[src/rtl/xdisplay_scan_pkg.sv]
// xdisplay_scan_pkg: shared constants, converter states and BCD helper for the 7-segment scanner
package xdisplay_scan_pkg;

    localparam int DATA_W = 32;
    localparam logic [7:0] DISP_BLANK = 8'hFF;
    localparam int DISP_MAXVAL = 9999;
    localparam int DISP_NDIG = 4;

    typedef enum logic {IDLE, CONV} conv_state_t;

    // Double-dabble correction: every BCD nibble >= 5 gets +3 before the shift
    function automatic logic [15:0] add3(input logic [15:0] b);
        logic [15:0] r;
        r = b;
        for (int n = 0; n < 4; n++)
            r[4*n +: 4] = (b[4*n +: 4] >= 4'd5) ? b[4*n +: 4] + 4'd3 : b[4*n +: 4];
        return r;
    endfunction

endpackage

[src/rtl/xdisplay_scan_if.sv]
// xdisplay_scan_if: picoversat I/O bus slice seen by the display scanner
interface xdisplay_scan_if;
    import xdisplay_scan_pkg::*;

    logic              sel;
    logic              we;
    logic [DATA_W-1:0] data_in;
    logic [DATA_W-1:0] data_out;

    modport master (output sel, we, data_in, input data_out);
    modport slave  (input sel, we, data_in, output data_out);

endinterface

[src/rtl/xdisplay_scan_xbin2bcd.sv]
// xbin2bcd: sequential 16-iteration double-dabble binary-to-BCD engine with restart on start
module xbin2bcd
    import xdisplay_scan_pkg::*;
(
    input  logic        clk,
    input  logic        rst,
    input  logic        start_i,
    input  logic [15:0] value_i,
    output logic        busy_o,
    output logic        done_o,
    output logic [15:0] bcd_o,
    output logic        ovf_o
);

    conv_state_t state_q, state_d;
    logic [15:0] bin_q, bin_d;
    logic [15:0] bcd_q, bcd_d;
    logic [3:0]  cnt_q, cnt_d;
    logic        ovf_q, ovf_d;
    logic [31:0] shifted;

    // One iteration per CONV cycle; a start always wins and restarts from scratch
    always_comb begin
        state_d = state_q;
        bin_d   = bin_q;
        bcd_d   = bcd_q;
        cnt_d   = cnt_q;
        ovf_d   = ovf_q;
        shifted = {add3(bcd_q), bin_q} << 1;
        if (state_q == CONV) begin
            {bcd_d, bin_d} = shifted;
            cnt_d   = cnt_q + 4'd1;
            state_d = (cnt_q == 4'd15) ? IDLE : CONV;
        end
        if (start_i) begin
            bin_d   = value_i;
            bcd_d   = '0;
            cnt_d   = '0;
            ovf_d   = value_i > 16'(DISP_MAXVAL);
            state_d = CONV;
        end
    end

    // Converter state register
    always_ff @(posedge clk or posedge rst) begin
        if (rst) begin
            state_q <= IDLE;
            bin_q   <= '0;
            bcd_q   <= '0;
            cnt_q   <= '0;
            ovf_q   <= 1'b0;
        end else begin
            state_q <= state_d;
            bin_q   <= bin_d;
            bcd_q   <= bcd_d;
            cnt_q   <= cnt_d;
            ovf_q   <= ovf_d;
        end
    end

    // done and bcd_o present the 16th iteration's result so the caller commits on that same edge
    assign busy_o = (state_q == CONV);
    assign done_o = (state_q == CONV) && (cnt_q == 4'd15);
    assign bcd_o  = shifted[31:16];
    assign ovf_o  = ovf_q;

endmodule

[src/rtl/xdisplay_scan.sv]
// xdisplay_scan: 4-digit 7-segment scanner with BCD conversion; XDISP_LZB_EN enables leading-zero blanking
module xdisplay_scan
    import xdisplay_scan_pkg::*;
#(
    parameter int REFRESH_DIV = 50000
) (
    input  logic             clk,
    input  logic             rst,
    xdisplay_scan_if.slave   bus,
    output logic [3:0]       n_display_o,
    output logic [7:0]       digit_o
);

    localparam int PW = $clog2(REFRESH_DIV);

    logic [PW-1:0]  presc_q, presc_d;
    logic [1:0]     idx_q, idx_d;
    logic [3:0][7:0] disp_q, disp_d;
    logic           ovf_q, ovf_d;
    logic [3:0]     n_display_q;
    logic [7:0]     digit_q;
    logic           busy, done, bcd_ovf;
    logic [15:0]    bcd;
    logic           unused_hi;

    xbin2bcd u_conv (
        .clk     (clk),
        .rst     (rst),
        .start_i (bus.sel && bus.we),
        .value_i (bus.data_in[15:0]),
        .busy_o  (busy),
        .done_o  (done),
        .bcd_o   (bcd),
        .ovf_o   (bcd_ovf)
    );

`ifdef XDISP_LZB_EN
    logic lead;
`endif

    // Commit all four digit codes at once when the converter finishes
    always_comb begin
        disp_d = disp_q;
        ovf_d  = done ? bcd_ovf : ovf_q;
        for (int d = 0; d < DISP_NDIG; d++)
            disp_d[d] = done ? (bcd_ovf ? DISP_BLANK : {4'b0, bcd[4*d +: 4]}) : disp_q[d];
`ifdef XDISP_LZB_EN
        lead = 1'b1;
        for (int d = DISP_NDIG - 1; d > 0; d--) begin
            lead = lead && (bcd[4*d +: 4] == 4'd0);
            if (done && lead)
                disp_d[d] = DISP_BLANK;
        end
`endif
    end

    // Prescaler wrap advances the scan position
    always_comb begin
        presc_d = (presc_q == PW'(REFRESH_DIV - 1)) ? '0 : presc_q + PW'(1);
        idx_d   = (presc_q == PW'(REFRESH_DIV - 1)) ? idx_q + 2'd1 : idx_q;
    end

    // Display register, scanner state and registered pad outputs
    always_ff @(posedge clk or posedge rst) begin
        if (rst) begin
            presc_q     <= '0;
            idx_q       <= '0;
            disp_q      <= '0;
            ovf_q       <= 1'b0;
            n_display_q <= 4'b1110;
            digit_q     <= '0;
        end else begin
            presc_q     <= presc_d;
            idx_q       <= idx_d;
            disp_q      <= disp_d;
            ovf_q       <= ovf_d;
            n_display_q <= ~(4'b0001 << idx_d);
            digit_q     <= disp_q[idx_d];
        end
    end

    assign unused_hi    = ^bus.data_in[DATA_W-1:16];
    assign bus.data_out = {{(DATA_W-2){1'b0}}, ovf_q, busy};
    assign n_display_o  = n_display_q;
    assign digit_o      = digit_q;

endmodule

[src/flat_wrapper.sv]
// flat-port wrapper written by rule: the top's interface ports become plain ports
module xdisplay_scan_flat import xdisplay_scan_pkg::*;
#(
    parameter int REFRESH_DIV = 50000
)
  (clk, rst, n_display_o, digit_o, bus_sel, bus_we, bus_data_in, bus_data_out);
  xdisplay_scan_if bus_i ();
  input  logic clk;
  input  logic rst;
  output logic [3:0] n_display_o;
  output logic [7:0] digit_o;
  input wire logic [$bits(bus_i.sel)-1:0] bus_sel;
  input wire logic [$bits(bus_i.we)-1:0] bus_we;
  input wire logic [$bits(bus_i.data_in)-1:0] bus_data_in;
  output wire logic [$bits(bus_i.data_out)-1:0] bus_data_out;
  assign bus_i.sel = bus_sel;
  assign bus_i.we = bus_we;
  assign bus_i.data_in = bus_data_in;
  assign bus_data_out = bus_i.data_out;
  xdisplay_scan #(.REFRESH_DIV(REFRESH_DIV)) u_core (.clk(clk), .rst(rst), .bus(bus_i), .n_display_o(n_display_o), .digit_o(digit_o));
endmodule
[config.mk]
export PLATFORM = sky130hd
export DESIGN_NAME = xdisplay_scan_flat
export DESIGN_NICKNAME = d
export VERILOG_FILES = /design/src/rtl/xdisplay_scan_pkg.sv /design/src/rtl/xdisplay_scan_if.sv /design/src/rtl/xdisplay_scan_xbin2bcd.sv /design/src/rtl/xdisplay_scan.sv /design/src/flat_wrapper.sv
export SDC_FILE = /design/constraint.sdc
export NUM_CORES = 1
export LEC_CHECK = 0
export BUFFER_PORTS_ARGS = -buffer_cell sky130_fd_sc_hd__buf_4
export CAP_MARGIN = 20
export CORE_MARGIN = 2
export CORE_UTILIZATION = 40
export CTS_BUF_LIST = sky130_fd_sc_hd__clkbuf_16
export DETAILED_ROUTE_END_ITERATION = 10
export GPL_TIMING_DRIVEN = 0
export HOLD_SLACK_MARGIN = 0.1
export PLACE_DENSITY = 0.64
export SLEW_MARGIN = 10
export SYNTH_ARGS = -nofsm -noshare
export SYNTH_HDL_FRONTEND = slang
export SYNTH_SLANG_ARGS = --single-unit
[constraint.sdc]
create_clock -name clk -period 2.76 [get_ports clk]
set_input_delay 0.552 -clock clk [delete_from_list [all_inputs] [get_ports clk]]
set_output_delay 0.552 -clock clk [all_outputs]
set_load 0.02 [all_outputs]
* Yosys cells after proc, flatten, opt, wreduce, memory -nomap -nowiden
Index checks and enable logic that the tools add are counted.
** Storage, ports and cells
- Word-level logic and storage cells :: 55
- Input port bits :: 36
- Memories kept :: 0
- Memory bits (read-only) :: 0
- RAM bits :: 0
- Bits in registers :: 101
- Output and inout port bits :: 44
- Bits in latches :: 0
** Operators by class
- Muxes and demuxes :: 21
- $mul :: 0
- Bitwise operators :: 1
- Equal/unequal tests :: 2
- $lt $le $gt $ge :: 6
- Add/subtract/negate cells :: 7
- Reductions and logical operators :: 3
- Shift operators :: 1
- Divide/modulo/power cells :: 0
** Operators by type and width (number)
- $mux W16 :: 5
- $mux W8 :: 5
- $mux W4 :: 5
- $add A16 B1 Y16 const B :: 1
- $bmux W8 S2 :: 1
- $eq A16 B16 Y1 const B :: 1
- $ge A4 B3 Y1 const B :: 4
- $gt A16 B14 Y1 const B :: 1
- $add A4 B2 Y4 const B :: 3
- $add A4 B1 Y4 const B :: 1
- $eq A4 B4 Y1 const B :: 1
- $not A4 Y4 :: 1
- $shl A1 B2 Y4 const A :: 1
- $add A3 B2 Y3 const B :: 1
- $lt A2 B3 Y1 const B :: 1
- $mux W1 :: 3
- $mux W3 :: 1
- $add A2 B1 Y2 const B :: 1
- $logic_and A1 B1 Y1 :: 2
- $mux W2 :: 1
- $reduce_bool A2 Y1 :: 1

* Depth between registers and ports, before layout
Gate-level depths: netlist of run 1.
- Word-level depth :: 4
- Mapped depth :: 7
- Mapped depth without buffers :: 7

* Cells and area by module
Synthesis of run 1 repeated with hierarchy kept, for this count alone.
** Second synthesis, totals
- Cells, all modules :: 442
- Area, all modules :: 4403.0 um^2
** By module, submodules not included
- xdisplay_scan :: instances 1, cells an instance 210, area each 2252.2 um^2, seq. area each 1104.8 um^2
- xbin2bcd :: instances 1, cells an instance 232, area each 2150.8 um^2, seq. area each 950.9 um^2

* Worst setup path after synthesis of run 1
OpenSTA, ideal clock, no wires.
- Path type :: reg2reg
- Start point :: register u_core.presc_q[10]
- End point :: register u_core.n_display_q[2], in the netlist u_core.n_display_o[2]
- Required time :: 2.680 ns
- Setup time :: 0.080 ns
- Setup slack :: 0.846 ns
- Arrival time :: 1.834 ns
- Clock period less this slack :: 1.914 ns
- Cell stages (with the launch flop) :: 6
- Path buffers :: 1
- Path through :: dfrtp_1 > or4_4 > nor4_4 > buf_4 > nand2_1 > o22a_1
** Between the ends
- Cells in the longest elaborated chain, start to end :: 4
** RTL lines
- start, declared :: line xdisplay_scan.sv:16 : logic [PW-1:0] presc_q, presc_d;
- start signal, assigned :: line xdisplay_scan.sv:73 : presc_q <= presc_d;
- $eq A16 B16 Y1 :: line xdisplay_scan.sv:60 : idx_d = (presc_q == PW'(REFRESH_DIV - 1)) ? idx_q + 2'd1 : idx_q;
- $mux W2 :: line xdisplay_scan.sv:60
- $shl A1 B2 Y4 :: line xdisplay_scan.sv:77 : n_display_q <= ~(4'b0001 << idx_d);
- $not A4 Y4 :: line xdisplay_scan.sv:77
- end signal, assigned :: line xdisplay_scan.sv:77
- end, declared :: line xdisplay_scan.sv:20 : logic [3:0] n_display_q;
Every way passes these cells.
A chain may end at the register's enable or synchronous reset.

* Worst setup path in the final report of run 1
- Start point :: register u_core.presc_q[10]
- End point :: register u_core.digit_q[1], in the netlist u_core.digit_o[1]
** Between the ends
- Cells in the longest elaborated chain, start to end :: 4
** RTL lines
- $eq A16 B16 Y1 :: line xdisplay_scan.sv:60
- $mux W2 :: line xdisplay_scan.sv:60
- $bmux W8 S2 :: line xdisplay_scan.sv:78 : digit_q <= disp_q[idx_d];
- $mux W8 (not written as such) :: line xdisplay_scan.sv:78
- end signal, assigned :: line xdisplay_scan.sv:78
- end, declared :: line xdisplay_scan.sv:21 : logic [7:0] digit_q;
Every way passes these cells. The select of a mux whose other input is x is not followed.

==> results.txt, run 1 <==
* Antenna diodes: 0
- Number of antenna violations at the first check in global routing: 0
- Critical-path cell list: or4_4 -> nor4_4 -> buf_6 -> nand2b_1 -> o211ai_1 -> a22oi_1
- For this run, design rule violations remaining after detail routing come to 0.
- The post-route netlist has between 15 and 20% of its cells at a drive strength greater than 1.
- Setup clock skew after layout: 0.00713 ns
- Post-CTS repair changed the size of 0 cells.
- Setup repair after global routing left no endpoint under its margin.
- Overall power: 4190 uW
- Area share of the largest cell type after synthesis: 46.3%
- The synthesized netlist devotes 16.5% of its cell area to simple gates.
- In this run the horizontal extent of the chip is 107 um.
- From synthesis to final layout, the design area changed by 19.4%.
- The initial utilization of the core area, before any placement, comes to between 40 and 50%.
- Combinational cells account for 31.2% of the total power.
- The first global-routing pass estimated 14.3 mm of wire.
* Synth Area in Compound Gates: 10.5%
* Adder-cell share of the synthesized area: 2.93%
- The min-delay analysis places its worst path in the category primary input to asynchronous set/reset pin.
- TritonCTS built the clock tree.
* Drt first pass iters: 4
- The number of hold buffers added after CTS was 0.
- Max-cap check violation count: 0
* Vertical die dimension: 107 um
- Dominant cells by area after synthesis: dfrtp_1, mux2i_1, buf_4
* Reg2Reg Setup Slack: between 0.6 and 0.7 ns
* Final Routed Wirelength: 8.31 mm
- After synthesis, flip-flops and latches occupy 48.2% of the total area.
* Setup violations, final: 0
- Measured in cells, the most critical reg-to-reg path has a length of 6.
- Clock share of power: 27.0%
- Worst slack at placement: 0.586 ns
* Setup Crit Path Kind: flip-flop to flip-flop
* Yosys warning count: 0
- Flip-flop cell with the highest count after synthesis: dfrtp_1
- Number of sinks handled by clock tree synthesis: 82
* Main combinational cell family by area after synthesis: simple AND/OR/NAND/NOR gates
- Result of the run: completed
- After synthesis, the netlist uses 41 different library cells.
* Worst slew margin: 52.8%
* Critical path arrival: 2.39 ns
- Peak clock frequency supported by timing: 464 MHz
- Clock latency on the worst-skew pair, taken at its later pin, is 0.33 ns.
- Worst endpoint required time: 3.00 ns
- Once the clock tree was built, the setup fixing pass inserted 0 buffers.
- The worst register-to-register path ends at u_core.digit_o[1].
* Largest fanout on the critical path: 10
- CTS placed an instance of clkbuf_16 at the clock tree root.
- The via count of the first global-routing pass is 3019.
* Top-level port count: 80
- STA classifies the critical path endpoint as a flip-flop.
- Internal power comes to approximately 2800 uW.
- Stages on worst setup path: 6
- Number of synthesized flops with an enable pin: 0
- In this run, the number of DRC markers left after iteration 0 of detailed routing was 121.
- Buffers added on ports: 33
- The portion of synthesized area spent on multiplexers is 7.74%.
- Worst path buffer plus inverter count: 1
* Clock slew seen by the registers of the worst setup and hold paths: 0.06 ns
* Global Route Usage Sum: 15.6%
- Across all setup checks in the final design, the least slack found is 0.604 ns.
* Startpoint of the most critical register-to-register path: u_core.presc_q[10]
- The final number of max-transition violations came to 0.
- Synthesis inferred 82 register bits.
- Final weighted congestion in routability-driven placement: 0.809
- Per report_power, the sequential group accounts for between 40% and 50% of the total.
* Delay of the slowest cell on the worst path: 0.55 ns
- Die outline area: 0.0115 mm2
* Total CTS buffers: 9
* Slowest cell on the critical path: or4_4
- The cell family contributing the most delay on the critical path is simple AND/OR/NAND/NOR gates.
- The number of hold violations in the final report came to 0.
- Net switching is 33.3% of the power.
* LEAKAGE: about 0.0026 uW
- Xor and xnor fraction of the mapped netlist area: 4.51%
- Number of nets still failing antenna checks after routing: 0
- Entering global routing, the biggest net connects 44 pins.
- Number of vias per cell: 4.83
* Number of levels in the clock H-tree: 3
- Portion of the clock cycle consumed by the worst path in the final layout: approximately four fifths
- Detailed placement ended at an HPWL of between 5 and 6 mm.
- For the pin with the worst max-slew slack, the measured transition is 0.708 ns.
- The worst-case IR drop observed on VDD is 0.334 mV.
- In this run the standard cell core region covers between 0.01 and 0.015 mm2.
* Min Tclk post-route: 2.16 ns
* Post-Synthesis Mean Instance Area: 9.68 um2
- The synthesized netlist occupies a cell area of 0.00427 mm2.
- Cell type with the highest aggregate area in the netlist: dfrtp_1
- STA classifies the critical path startpoint as a flip-flop.
- Number of vias after detailed routing: 3167
* Total grt overflow: 0
- Number of fill cells: 979
* Cell area power density: 821 mW/mm2
* Gate Count Post-Synth: 441
* Row count: 37
- The net count of the finished layout is 561.
* Net switching power: 1390 uW
* WL/cell: 12.7 um
- Of all flip-flops after synthesis, the portion carrying an async set or reset was 100%.
- Maximum buffer depth of the clock tree: 2
power groups by stage:
stage	clock, uW	combinational [uW]	sequential [uW]
floorplan	0	966	1740
global placement	0	1260	1750
detailed placement	0	1310	1770
CTS	1160	1320	1750
global route	1200	1480	1790
finish	1130	1310	1750
sequential cells by signal (all words and copies together) (netlist names):
signal / count
u_core.digit_o: 5
u_core.u_conv.busy_o: 1
u_core.disp_q: 17
u_core.presc_q: 16
u_core.u_conv.bcd_q: 16
u_core.idx_q: 2
u_core.u_conv.ovf_o: 1
u_core.u_conv.cnt_q: 4
u_core.u_conv.bin_q: 16
u_core.n_display_o: 4
synthesized netlist by cell type, types with 6 or more instances:
| master | count |
|---|---|
| clkbuf_1 | 16 |
| o21ai_0 | 30 |
| inv_1 | 11 |
| nand2b_1 | 11 |
| xnor2_1 | 14 |
| nand4_1 | 6 |
| nor3_1 | 10 |
| mux2i_1 | 33 |
| nand2_1 | 39 |
| nor2_1 | 51 |
| buf_4 | 36 |
| nand3_1 | 13 |
| ha_1 | 10 |
| dfrtp_1 | 79 |
| a21oi_1 | 20 |
| xor2_1 | 8 |
worst max path at each step:
| stage | to | slack (ns) | startpoint |
|---|---|---|---|
| global placement | u_core.u_conv.bcd_q[9] | -0.87 | rst |
| floorplan | u_core.digit_o[0] | 0.10 | rst |
| detailed placement | u_core.digit_o[1] | 0.59 | u_core.presc_q[10] |
| global route | u_core.digit_o[0] | 0.43 | u_core.presc_q[10] |
| finish | u_core.digit_o[1] | 0.60 | u_core.presc_q[10] |
| CTS | u_core.digit_o[1] | 0.57 | u_core.presc_q[10] |
cell usage in the layout, fill, tap and decap left out, drive strengths merged, types with 2 or more instances in the layout:
cell type / Yosys / layout
dfrtp: 79 / 79
buf: 43 / 77
nor2: 51 / 51
nand2: 39 / 39
mux2i: 33 / 33
o21ai: 30 / 30
conb: 1 / 30
clkbuf: 16 / 25
a21oi: 20 / 20
xnor2: 14 / 14
inv: 11 / 14
nand3: 13 / 13
nand2b: 11 / 11
nor3: 10 / 10
ha: 10 / 10
xor2: 8 / 8
nand4: 6 / 6
a211oi: 4 / 4
o211ai: 4 / 4
a211o: 4 / 4
nand3b: 4 / 4
o31ai: 4 / 4
a22oi: 4 / 4
a31oi: 4 / 4
nor3b: 3 / 3
dfstp: 3 / 3
clkinv: 0 / 3
nor4: 2 / 2
through the flow:
stage               hold WS (ns)  util, %  cells  area, um2  setup TNS, ns
global route               0.294     49.4    656       5100              0
floorplan                  0.438        -    470       4380              0
finish                     0.254     49.4    656       5100              0
CTS                        0.273     49.4    656       5100              0
detailed placement         0.464     46.7    640       4820              0
global placement           0.454     46.4    639       4790         -68.50
layout make-up:
| class | instances | area, um2 | share of cell area [%] |
|---|---|---|---|
| inverters | 11 | 43.8 | 0.859 |
| repair buffers | 34 | 268 | 5.25 |
| clock inverters | 7 | 53.8 | 1.06 |
| well taps | 136 | 170 | 3.34 |
| clock buffers | 9 | 225 | 4.42 |
| multi-input cells | 318 | 1910 | 37.5 |
| flip-flops and latches | 82 | 2060 | 40.3 |
| plain buffers | 59 | 368 | 7.22 |
cells by family (layout without fill, tap and decap cells):
kind of cell	count (synthesis)	count (layout)
simple gates	147	147
flops	82	82
compound gates	76	76
buf+inv	70	120
mux	33	33
xor+xnor	22	22
fa+ha+maj	10	10
other cells	1	30
metal layers:
metal	wire [um]	share of wire, %	vias up	GRT usage [%]
met5	0	0	-	0
li1	-	-	1587	-
met4	117	1.4	0	5.10
met3	360	4.3	10	4.24
met1	3890	47	1500	20.8
met2	3940	47	70	24.8
Power figures use the tool's default switching activity.
==> inputs of run 2 (changes only) <==
--- a/config.mk
+++ b/config.mk
@@ -13,7 +13,7 @@
 export DETAILED_ROUTE_END_ITERATION = 10
 export GPL_TIMING_DRIVEN = 0
 export HOLD_SLACK_MARGIN = 0.1
-export PLACE_DENSITY = 0.64
+export PLACE_DENSITY = 0.62
 export SLEW_MARGIN = 10
 export SYNTH_ARGS = -nofsm -noshare
 export SYNTH_HDL_FRONTEND = slang
==> constraint.sdc (replaced) <==
create_clock -name clk -period 2.2 [get_ports clk]
set_input_delay 0.44 -clock clk [delete_from_list [all_inputs] [get_ports clk]]
set_output_delay 0.44 -clock clk [all_outputs]
set_load 0.02 [all_outputs]
==> run 2 against run 1 <==
  * Hold slack got worse by 0.080 ns
  * Non-clock buffer count increased by 3
  * Flip-flop and latch count unchanged
  * Wire length up 2.3%
  * Die area stayed put
  * Sequential share of layout area is 0.51 points lower
  * Design area rose by 1.3%
  * Via count shrank 0.98%
  * Worst setup slack got worse by 0.46 ns
  * Critical path type unchanged
  * Clock skew about the same
  * Core utilization up 0.63 points
  * Critical path depth increased by 1
==> results.txt, run 2 (same netlist as run 1, synthesis figures left out) <==
- The total power is 5420 uW (+29%).
- Total CTS buffers: 9 (unchanged)
- Drt first pass iters: 6 (+2)
* Number of nets in the layout: 564 (+0.53%)
* Vertical die dimension: 107 um (unchanged)
* Number of vias after detailed routing: 3136 (-0.98%)
- Max-cap check violation count: 0 (unchanged)
* Final weighted congestion in routability-driven placement: 0.783 (-3.2%)
* Result of the run: completed
- Setup violations, final: 0 (unchanged)
* Sequential share of power: 40.6% (-1.2 points)
* Slowest cell on the critical path: or4_4
* Number of antenna violations at the first check in global routing: 0 (unchanged)
- Total grt overflow: 0 (unchanged)
- The number of buffers added to fix hold violations after cts came to 0 (unchanged).
* Tightest Pin Transition: 0.717 ns (+0.00832 ns)
- Number of sinks handled by clock tree synthesis: 82 (unchanged)
- Commonest non-fill, non-tap cells in the layout: dfrtp_1, buf_4, nor2_1
- The required arrival time at the worst endpoint was 2.39 ns (-0.61 ns).
- The width of the chip came to 107 um (unchanged).
- Setup crit end kind: flip-flop
- Number of hold-slack violations in the final timing report: 0 (unchanged)
- Worst Setup Slack, final: 0.146 ns (-0.458 ns)
- Commonest non-fill, non-tap cell in the layout: dfrtp_1
- The path class of the tightest hold or removal check is primary input to asynchronous set/reset pin.
- The post-CTS resize count was 0 (unchanged).
* HPWL after detailed placement: 6.10 mm (+1.7%)
* Setup clock skew after layout: 0.00688 ns (-0.000257 ns)
- The final cycle utilization of the critical path was 93.4% (+15 points).
- Buffers added on ports: 33 (unchanged)
* Die outline area: 0.0115 mm2 (unchanged)
- Worst path buffer plus inverter count: 2 (+1)
- Worst-Skew Late Latency: 0.34 ns (about the same)
- Critical-path cell list: or4_4 -> nor4_4 -> buf_4 -> buf_4 -> nand3b_1 -> o31ai_1 -> a22oi_1
* Internal power: 3630 uW (+30%)
- The tree is rooted in a clkbuf_16.
* Wire length of the first global-routing pass: 14.2 mm (-0.77%)
- End-of-flow core utilization: 50.0% (+0.63 points)
- The number of H-tree levels was 3 (unchanged).
- The worst supply voltage drop on vdd is 0.413 mV (+24%).
* Kind of cell with the highest combined delay on the critical path: simple AND/OR/NAND/NOR gates
- Clock slew seen by the registers of the worst setup and hold paths: 0.06 ns (about the same)
- Register containing the most flip-flops in the final layout: u_core.disp_q
- The floorplan core area came to 0.0103 mm2 (unchanged).
- Delay of the slowest cell on the worst path: 0.55 ns (about the same)
- The critical path in this run is classified as flip-flop to flip-flop.
- Number of max-slew violations in the final report: 0 (unchanged)
- Worst slew margin: 52.2% (-0.55 points)
- The largest net degree at the start of global routing was 33 (-25%).
* Final Routed Wirelength: 8.50 mm (+2.3%)
- Antenna diodes: 0 (unchanged)
- Worst slack at placement: 0.0130 ns (-0.573 ns)
- Min Tclk post-route: 2.05 ns (-0.102 ns)
- Worst hold margin: 0.174 ns (-0.0800 ns)
- The initial core utilization came to 41.3% (unchanged).
- WL/cell: 12.9 um (+2.0%)
- The number of flip-flops under the largest register name was 17 (unchanged).
* Switching part of the total: 33.0% (-0.28 points)
- Cell area power density: 1050 mW/mm2 (+28%)
- The DRC marker count from the first detailed-route iteration came to 133 (+9.9%).
- The part of the total power dissipated in the clock network was 28.9% (+1.9 points).
- Top-level port count: 80 (unchanged)
- The arrival time of the worst setup path was 2.25 ns (-0.14 ns).
* LEAKAGE: 0.00257 uW (+0.74%)
- TritonCTS built the clock tree.
* Unrepaired setup endpoints after global routing: false
- Number of vias per cell: 4.77 (-1.3%)
* Net switching power: 1790 uW (+28%)
- The highest attainable clock frequency was 487 MHz (+4.9%).
- The total track usage came to 15.7% (+0.11 points).
* Largest fanout on the critical path: 10 (unchanged)
- Setup TNS: 0 ns (unchanged)
- Total DRC errors in the routed layout: 0 (unchanged)
- The via count of the first global-routing pass was 2981 (-1.3%).
* Number of nets still failing antenna checks after routing: 0 (unchanged)
- The worst setup path is launched from a flip-flop.
- Compared with the post-synthesis result, the final layout area differs by 20.9%.
- Maximum buffer depth of the clock tree: 2 (unchanged)
- Row count: 37 (unchanged)
- Fraction of layout instances using a drive strength above 1: 18.8% (+1.3 points)
- The combinational share of power is 30.5% (-0.7 points).
- Critical path's most frequent cell: buf_4
-- run 2: cell types whose count changed in the layout (fill, tap and decap cells not counted) --
cell / before / now
buf_4: 69 / 71
inv_4: 1 / 0
clkinvlp_4: 0 / 2
clkinv_1: 2 / 0
inv_1: 13 / 10
clkinv_2: 1 / 3
buf_12: 1 / 2
bufinv_16: 1 / 2
-- run 2: path summary, 6_finish.rpt --
kind                                          from                      to  slack (ns)  cells past startpoint
worst max-delay path            u_core.presc_q[10]       u_core.digit_o[0]        0.15                      7
worst min register to register   u_core.disp_q[10]       u_core.disp_q[10]        0.47                      2
max in group asynchronous                      rst  u_core.u_conv.bcd_q[7]        1.48                      3
min in group clk                    bus_data_in[0]  u_core.u_conv.bin_q[0]        0.31                      3
worst max register to register  u_core.presc_q[10]       u_core.digit_o[0]        0.15                      7
worst min-delay path                           rst       u_core.presc_q[5]        0.17                      2
-- run 2: timing repair --
| item | CTS | global route |
|---|---|---|
| pin swaps | 1 | 1 |
| endpoints found under the setup margin | 1 | 3 |
| hold endpoints to repair | 0 | 0 |
| setup buffers | 0 | 2 |
-- run 2: final cells by class --
type | instances | area, um2
buffer | 59 | 368
clock inverter | 6 | 82.6
clock buffer | 9 | 225
tap | 136 | 170
sequential | 82 | 2060
timing repair buffer | 37 | 303
fill | 980 | 5160
inverter | 11 | 45.0
multi-input combinational | 318 | 1910
-- run 2: worst register-to-register path: cells and delay by family (launching register included) --
kind	cells	cell delay, ns
simple gates	3	0.87
buf+inv	2	0.39
flops	1	0.43
compound gates	2	0.23
-- run 2: per-stage QoR --
| stage | cell area [um2] | std cells |
|---|---|---|
| detailed placement | 4840 | 641 |
| floorplan | 4380 | 470 |
| global placement | 4800 | 639 |
| CTS | 5150 | 656 |
| finish | 5160 | 658 |
| global route | 5160 | 658 |
-- run 2: layer usage --
metal,vias up,GRT usage (%),part of all wire (%)
met3,8,4.54,3.5
li1,1586,-,-
met1,1490,20.5,47
met4,0,4.17,1.0
met2,52,25.8,48
met5,-,0,0
-- run 2: power by group through the flow --
stage	combinational (uW)	clock, uW	sequential, uW
CTS	1670	1610	2200
detailed placement	1650	0	2220
finish	1650	1570	2200
global placement	1590	0	2200
global route	1860	1660	2250
floorplan	1210	0	2180
==> inputs of run 3 (changes only) <==
--- a/config.mk
+++ b/config.mk
@@ -17,4 +17,5 @@
 export SLEW_MARGIN = 10
 export SYNTH_ARGS = -nofsm -noshare
 export SYNTH_HDL_FRONTEND = slang
+export SYNTH_HIERARCHICAL = 1
 export SYNTH_SLANG_ARGS = --single-unit
==> constraint.sdc (replaced) <==
create_clock -name clk -period 2.2 [get_ports clk]
set_input_delay 0.44 -clock clk [delete_from_list [all_inputs] [get_ports clk]]
set_output_delay 0.44 -clock clk [all_outputs]
set_load 0.1 [all_outputs]
==> run 3 against run 2 <==
  * Sequential share of layout area shrank 1.2 points
  * Critical path type unchanged
  * Worst setup slack better by 0.037 ns
  * Area after synthesis grew 3.2%
  * First-iteration DRC count increased by 3.8%
  * Flip-flop and latch count unchanged
  * Total power rose by 16%
  * Core utilization down 0.75 points
  * Clock power hardly changed
  * Highest routed layer unchanged
==> results.txt, run 3 <==
* Result of the run: completed
* Buffers added on ports: 33 (unchanged)
- Drt first pass iters: 6 (unchanged)
- The required arrival time at the worst endpoint came to 2.40 ns (about the same).
- The total number of nets in the final design was 564 (unchanged).
* Adder-cell share of the synthesized area: 2.84% (-0.090 points)
* Critical-path cell list: ha_1 -> and3_1 -> and4_1 -> buf_6 -> clkbuf_4 -> nor3b_1 -> a2111oi_1
* Yosys warning count: 6 (+6)
- Number of global-route vias before repair: 3185 (+6.8%)
* Portion of the clock cycle consumed by the worst path in the final layout: 91.7% (-1.7 points)
* Layout Cells excl Fill: 663 (+0.76%)
- Area of the multi-input gates: 0.00199 mm2 (+4.3%)
- dfrtp_1 takes more of the synthesized area than any other cell.
- The post-synthesis compound-gate area fraction was 11.8% (+1.3 points).
* Number of max-slew violations in the final report: 0 (unchanged)
* Setup clock skew after layout: 0.00719 ns (+0.000318 ns)
- The number of design rule violations left after detail routing was 0 (unchanged).
* Fraction of layout instances using a drive strength above 1: 21.4% (+2.6 points)
* Number of distinct library cell variants in the gate-level netlist after synthesis: 48 (+17%)
- The count of fill cells added during filler insertion was 1010 (+3.1%).
- The cell area after synthesis was 0.00440 mm2 (+3.2%).
- Commonest non-fill, non-tap cells in the layout: dfrtp_1, buf_4, nand2_1
- The synthesized area per cell was 9.96 um2 (+2.9%).
- Hold WC Path Type: primary input to flip-flop
- The path depth of the worst reg2reg path came to 7 (unchanged).
- Worst Setup Slack, final: 0.183 ns (+0.0369 ns)
* Setup Crit Path Kind: flip-flop to flip-flop
- Worst path buffer plus inverter count: 2 (unchanged)
* Wire length of the first global-routing pass: 15.1 mm (+6.2%)
- Maximum resistive drop on vdd: 0.629 mV (+52%)
- Main combinational cell family by area after synthesis: simple AND/OR/NAND/NOR gates
* Largest fanout on the critical path: 10 (unchanged)
- The number of antenna diodes was 0 (unchanged).
- STA classifies the critical path endpoint as a flip-flop.
- The total power is 6290 uW (+16%).
- The number of hold violations in the final report is 0 (unchanged).
- The initial antenna violation count was 0 (unchanged).
- Global Route Usage Sum: 16.2% (+0.46 points)
- Worst slack at placement: 0.132 ns (+0.119 ns)
- The gate count of the mapped netlist is 442 (+0.23%).
- The utilization after layout came to 49.2% (-0.75 points).
- The average vias per placed instance is 4.91 (+3.0%).
- The detailed-route wire length per cell was 13.1 um (+1.3%).
* Number of sinks handled by clock tree synthesis: 82 (unchanged)
- Largest register FFs: 17 (unchanged)
- Maximum buffer depth of the clock tree: 2 (unchanged)
* Number of vias after detailed routing: 3254 (+3.8%)
* Register cell area after layout: 0.00206 mm2 (unchanged)
- The number of flops mapped to enable cells by yosys is 0 (unchanged).
- Clock slew seen by the registers of the worst setup and hold paths: 0.07 ns (about the same)
* Area growth from synthesis to layout: 20.7%
* Post-synthesis sequential area ratio: 46.7% (-1.5 points)
- Unrepaired setup endpoints after global routing: false
- Clk root buf: clkbuf_16
* Slowest cell on the critical path: dfrtp_1
* Min Tclk post-route: 2.02 ns (-0.0369 ns)
- Dominant cells by area after synthesis: dfrtp_1, mux2i_1, buf_4
* Kind of cell with the highest combined delay on the critical path: simple AND/OR/NAND/NOR gates
* Worst slew margin: 58.2% (+6.0 points)
- The power per cell area is 1180 mW/mm2 (+13%).
* Setup TNS: 0 ns (unchanged)
- The number of H-tree levels was 3 (unchanged).
- The number of CTS-inserted buffers came to 9 (unchanged).
* Area share of the largest cell type after synthesis: 44.9% (-1.4 points)
- The global route total overflow is 0 (unchanged).
- Critical path arrival: 2.22 ns (-0.03 ns)
- Number of nets still failing antenna checks after routing: 0 (unchanged)
* Die span in x: 109 um (+1.5%)
* Most frequent cell after synthesis: dfrtp_1
* Number of DRC markers in iteration 0: 138 (+3.8%)
- Vertical die dimension: 109 um (+1.5%)
- The worst hold path was traced through 3 stages.
- Clock tree from TritonCTS: done
- The share of synthesized area spent on multiplexers is 6.93% (-0.81 points).
- The setup slack of the worst register-to-register path came to 0.18 ns (+0.04 ns).
- #FFs+latches synth: 82 (unchanged)
- Delay of the slowest cell on the worst path: 0.41 ns (-0.14 ns)
- Standard cell core area: 0.0108 mm2 (+4.5%)
- STA classifies the critical path startpoint as a flip-flop.
- Final Routed Wirelength: 8.68 mm (+2.1%)
- The die footprint was 0.0119 mm2 (+3.0%).
- The async set-reset flop share out of synthesis is 100% (unchanged).
- Worst-Skew Late Latency: 0.34 ns (about the same)
* Row count: 38 (+2.7%)
* Xor and xnor fraction of the mapped netlist area: 3.98% (-0.54 points)
- The HPWL after detailed placement came to 6.39 mm (+4.8%).
* Setup violations, final: 0 (unchanged)
- Stages on worst setup path: 7 (unchanged)
* Final weighted congestion in routability-driven placement: 0.798 (+2.0%)
- Area share of and/or/nand/nor cells after synthesis: 17.2% (+0.69 points)
- Maximum number of pins on one net before global-route repair: 34 (+3.0%)
* LEAKAGE: 0.00257 uW (-0.27%)
* Register containing the most flip-flops in the final layout: u_core/disp_q
- Flip-flop cell with the highest count after synthesis: dfrtp_1
* Max-cap check violation count: 0 (unchanged)
- Tightest Pin Transition: 0.627 ns (-0.0894 ns)
* DP Cell Count: 646 (+0.78%)
- Top cells by instance count after synthesis: dfrtp_1, nand2_1, buf_4, mux2i_1, nor2_1
- Starting density of the core: 40.8% (-0.55 points)
* Commonest non-fill, non-tap cell in the layout: dfrtp_1
- The highest attainable clock frequency was 496 MHz (+1.8%).
- The I/O pin count came to 80 (unchanged).
run 3: cell types whose count changed after synthesis, sizes merged, moves of 6 or more:
cell / delta
inv: +6
a21oi: -12
nand2: +8
o22a: +16
nor2: -26
o21ai: -7
run 3: where the power goes:
part | switching [uW] | total, uW | internal [uW]
registers | 323 | 2220 | 1900
clock network | 678 | 1600 | 917
logic | 1570 | 2470 | 895
total | 2580 | 6290 | 3710
run 3: what timing repair did:
action                     in CTS  in global routing
setup buffers                   0                  0
setup endpoints to repair       0                 10
resized for setup               0                  2
hold endpoints to repair       11                  0
hold buffers                    1                  0
run 3: path summary, 6_finish.rpt:
check / from / endpoint
setup reg to reg: u_core/presc_q[0] / u_core/digit_o[3]
max in group asynchronous: rst / u_core/n_display_o[2]
hold reg to reg: u_core/presc_q[0] / u_core/presc_q[0]
min in group asynchronous: rst / u_core/presc_q[8]
setup / recovery: u_core/presc_q[0] / u_core/digit_o[3]
hold / removal: bus_data_in[2] / u_core/u_conv/bin_q[2]
run 3: cell type report:
class | count | area share (%)
Buffer | 62 | 7.53
Clock buffer | 9 | 4.24
Clock inverter | 7 | 1.81
Inverter | 17 | 1.20
Multi-Input combinational cell | 310 | 37.5
Sequential cell | 82 | 38.7
Tap cell | 140 | 3.30
Timing Repair Buffer | 36 | 5.74
run 3: metal layers:
metal | wire length (um) | share of wire, % | global-route usage [%] | vias to the layer above
met3 | 422 | 4.9 | 4.66 | 8
met1 | 3990 | 46 | 21.2 | 1554
met2 | 4200 | 48 | 26.0 | 72
met5 | 0 | 0 | 0 | -
met4 | 67 | 0.77 | 4.76 | 0
li1 | - | - | - | 1620
run 3: metrics by stage:
stage | cell area [um2] | hold slack [ns]
2_1_floorplan | 4510 | 0.448
3_3_place_gp | 4930 | 0.472
3_5_place_dp | 4980 | 0.414
4_1_cts | 5310 | 0.294
5_1_grt | 5320 | 0.303
6_report | 5320 | 0.307
run 3: worst reg2reg max path, delay by kind of cell, from the launching register on:
family          cells  cell delay, ns
compound gates      1            0.38
fa+ha+maj           1            0.24
buf+inv             2            0.32
flops               1            0.41
simple gates        3            0.53
run 3: logic make-up (layout without fill, tap and decap cells):
logic type | Yosys count | count (layout)
other cells | 1 | 30
xor+xnor | 20 | 20
mux | 30 | 30
flops | 82 | 82
buf+inv | 79 | 131
compound gates | 74 | 74
fa+ha+maj | 10 | 10
simple gates | 146 | 146
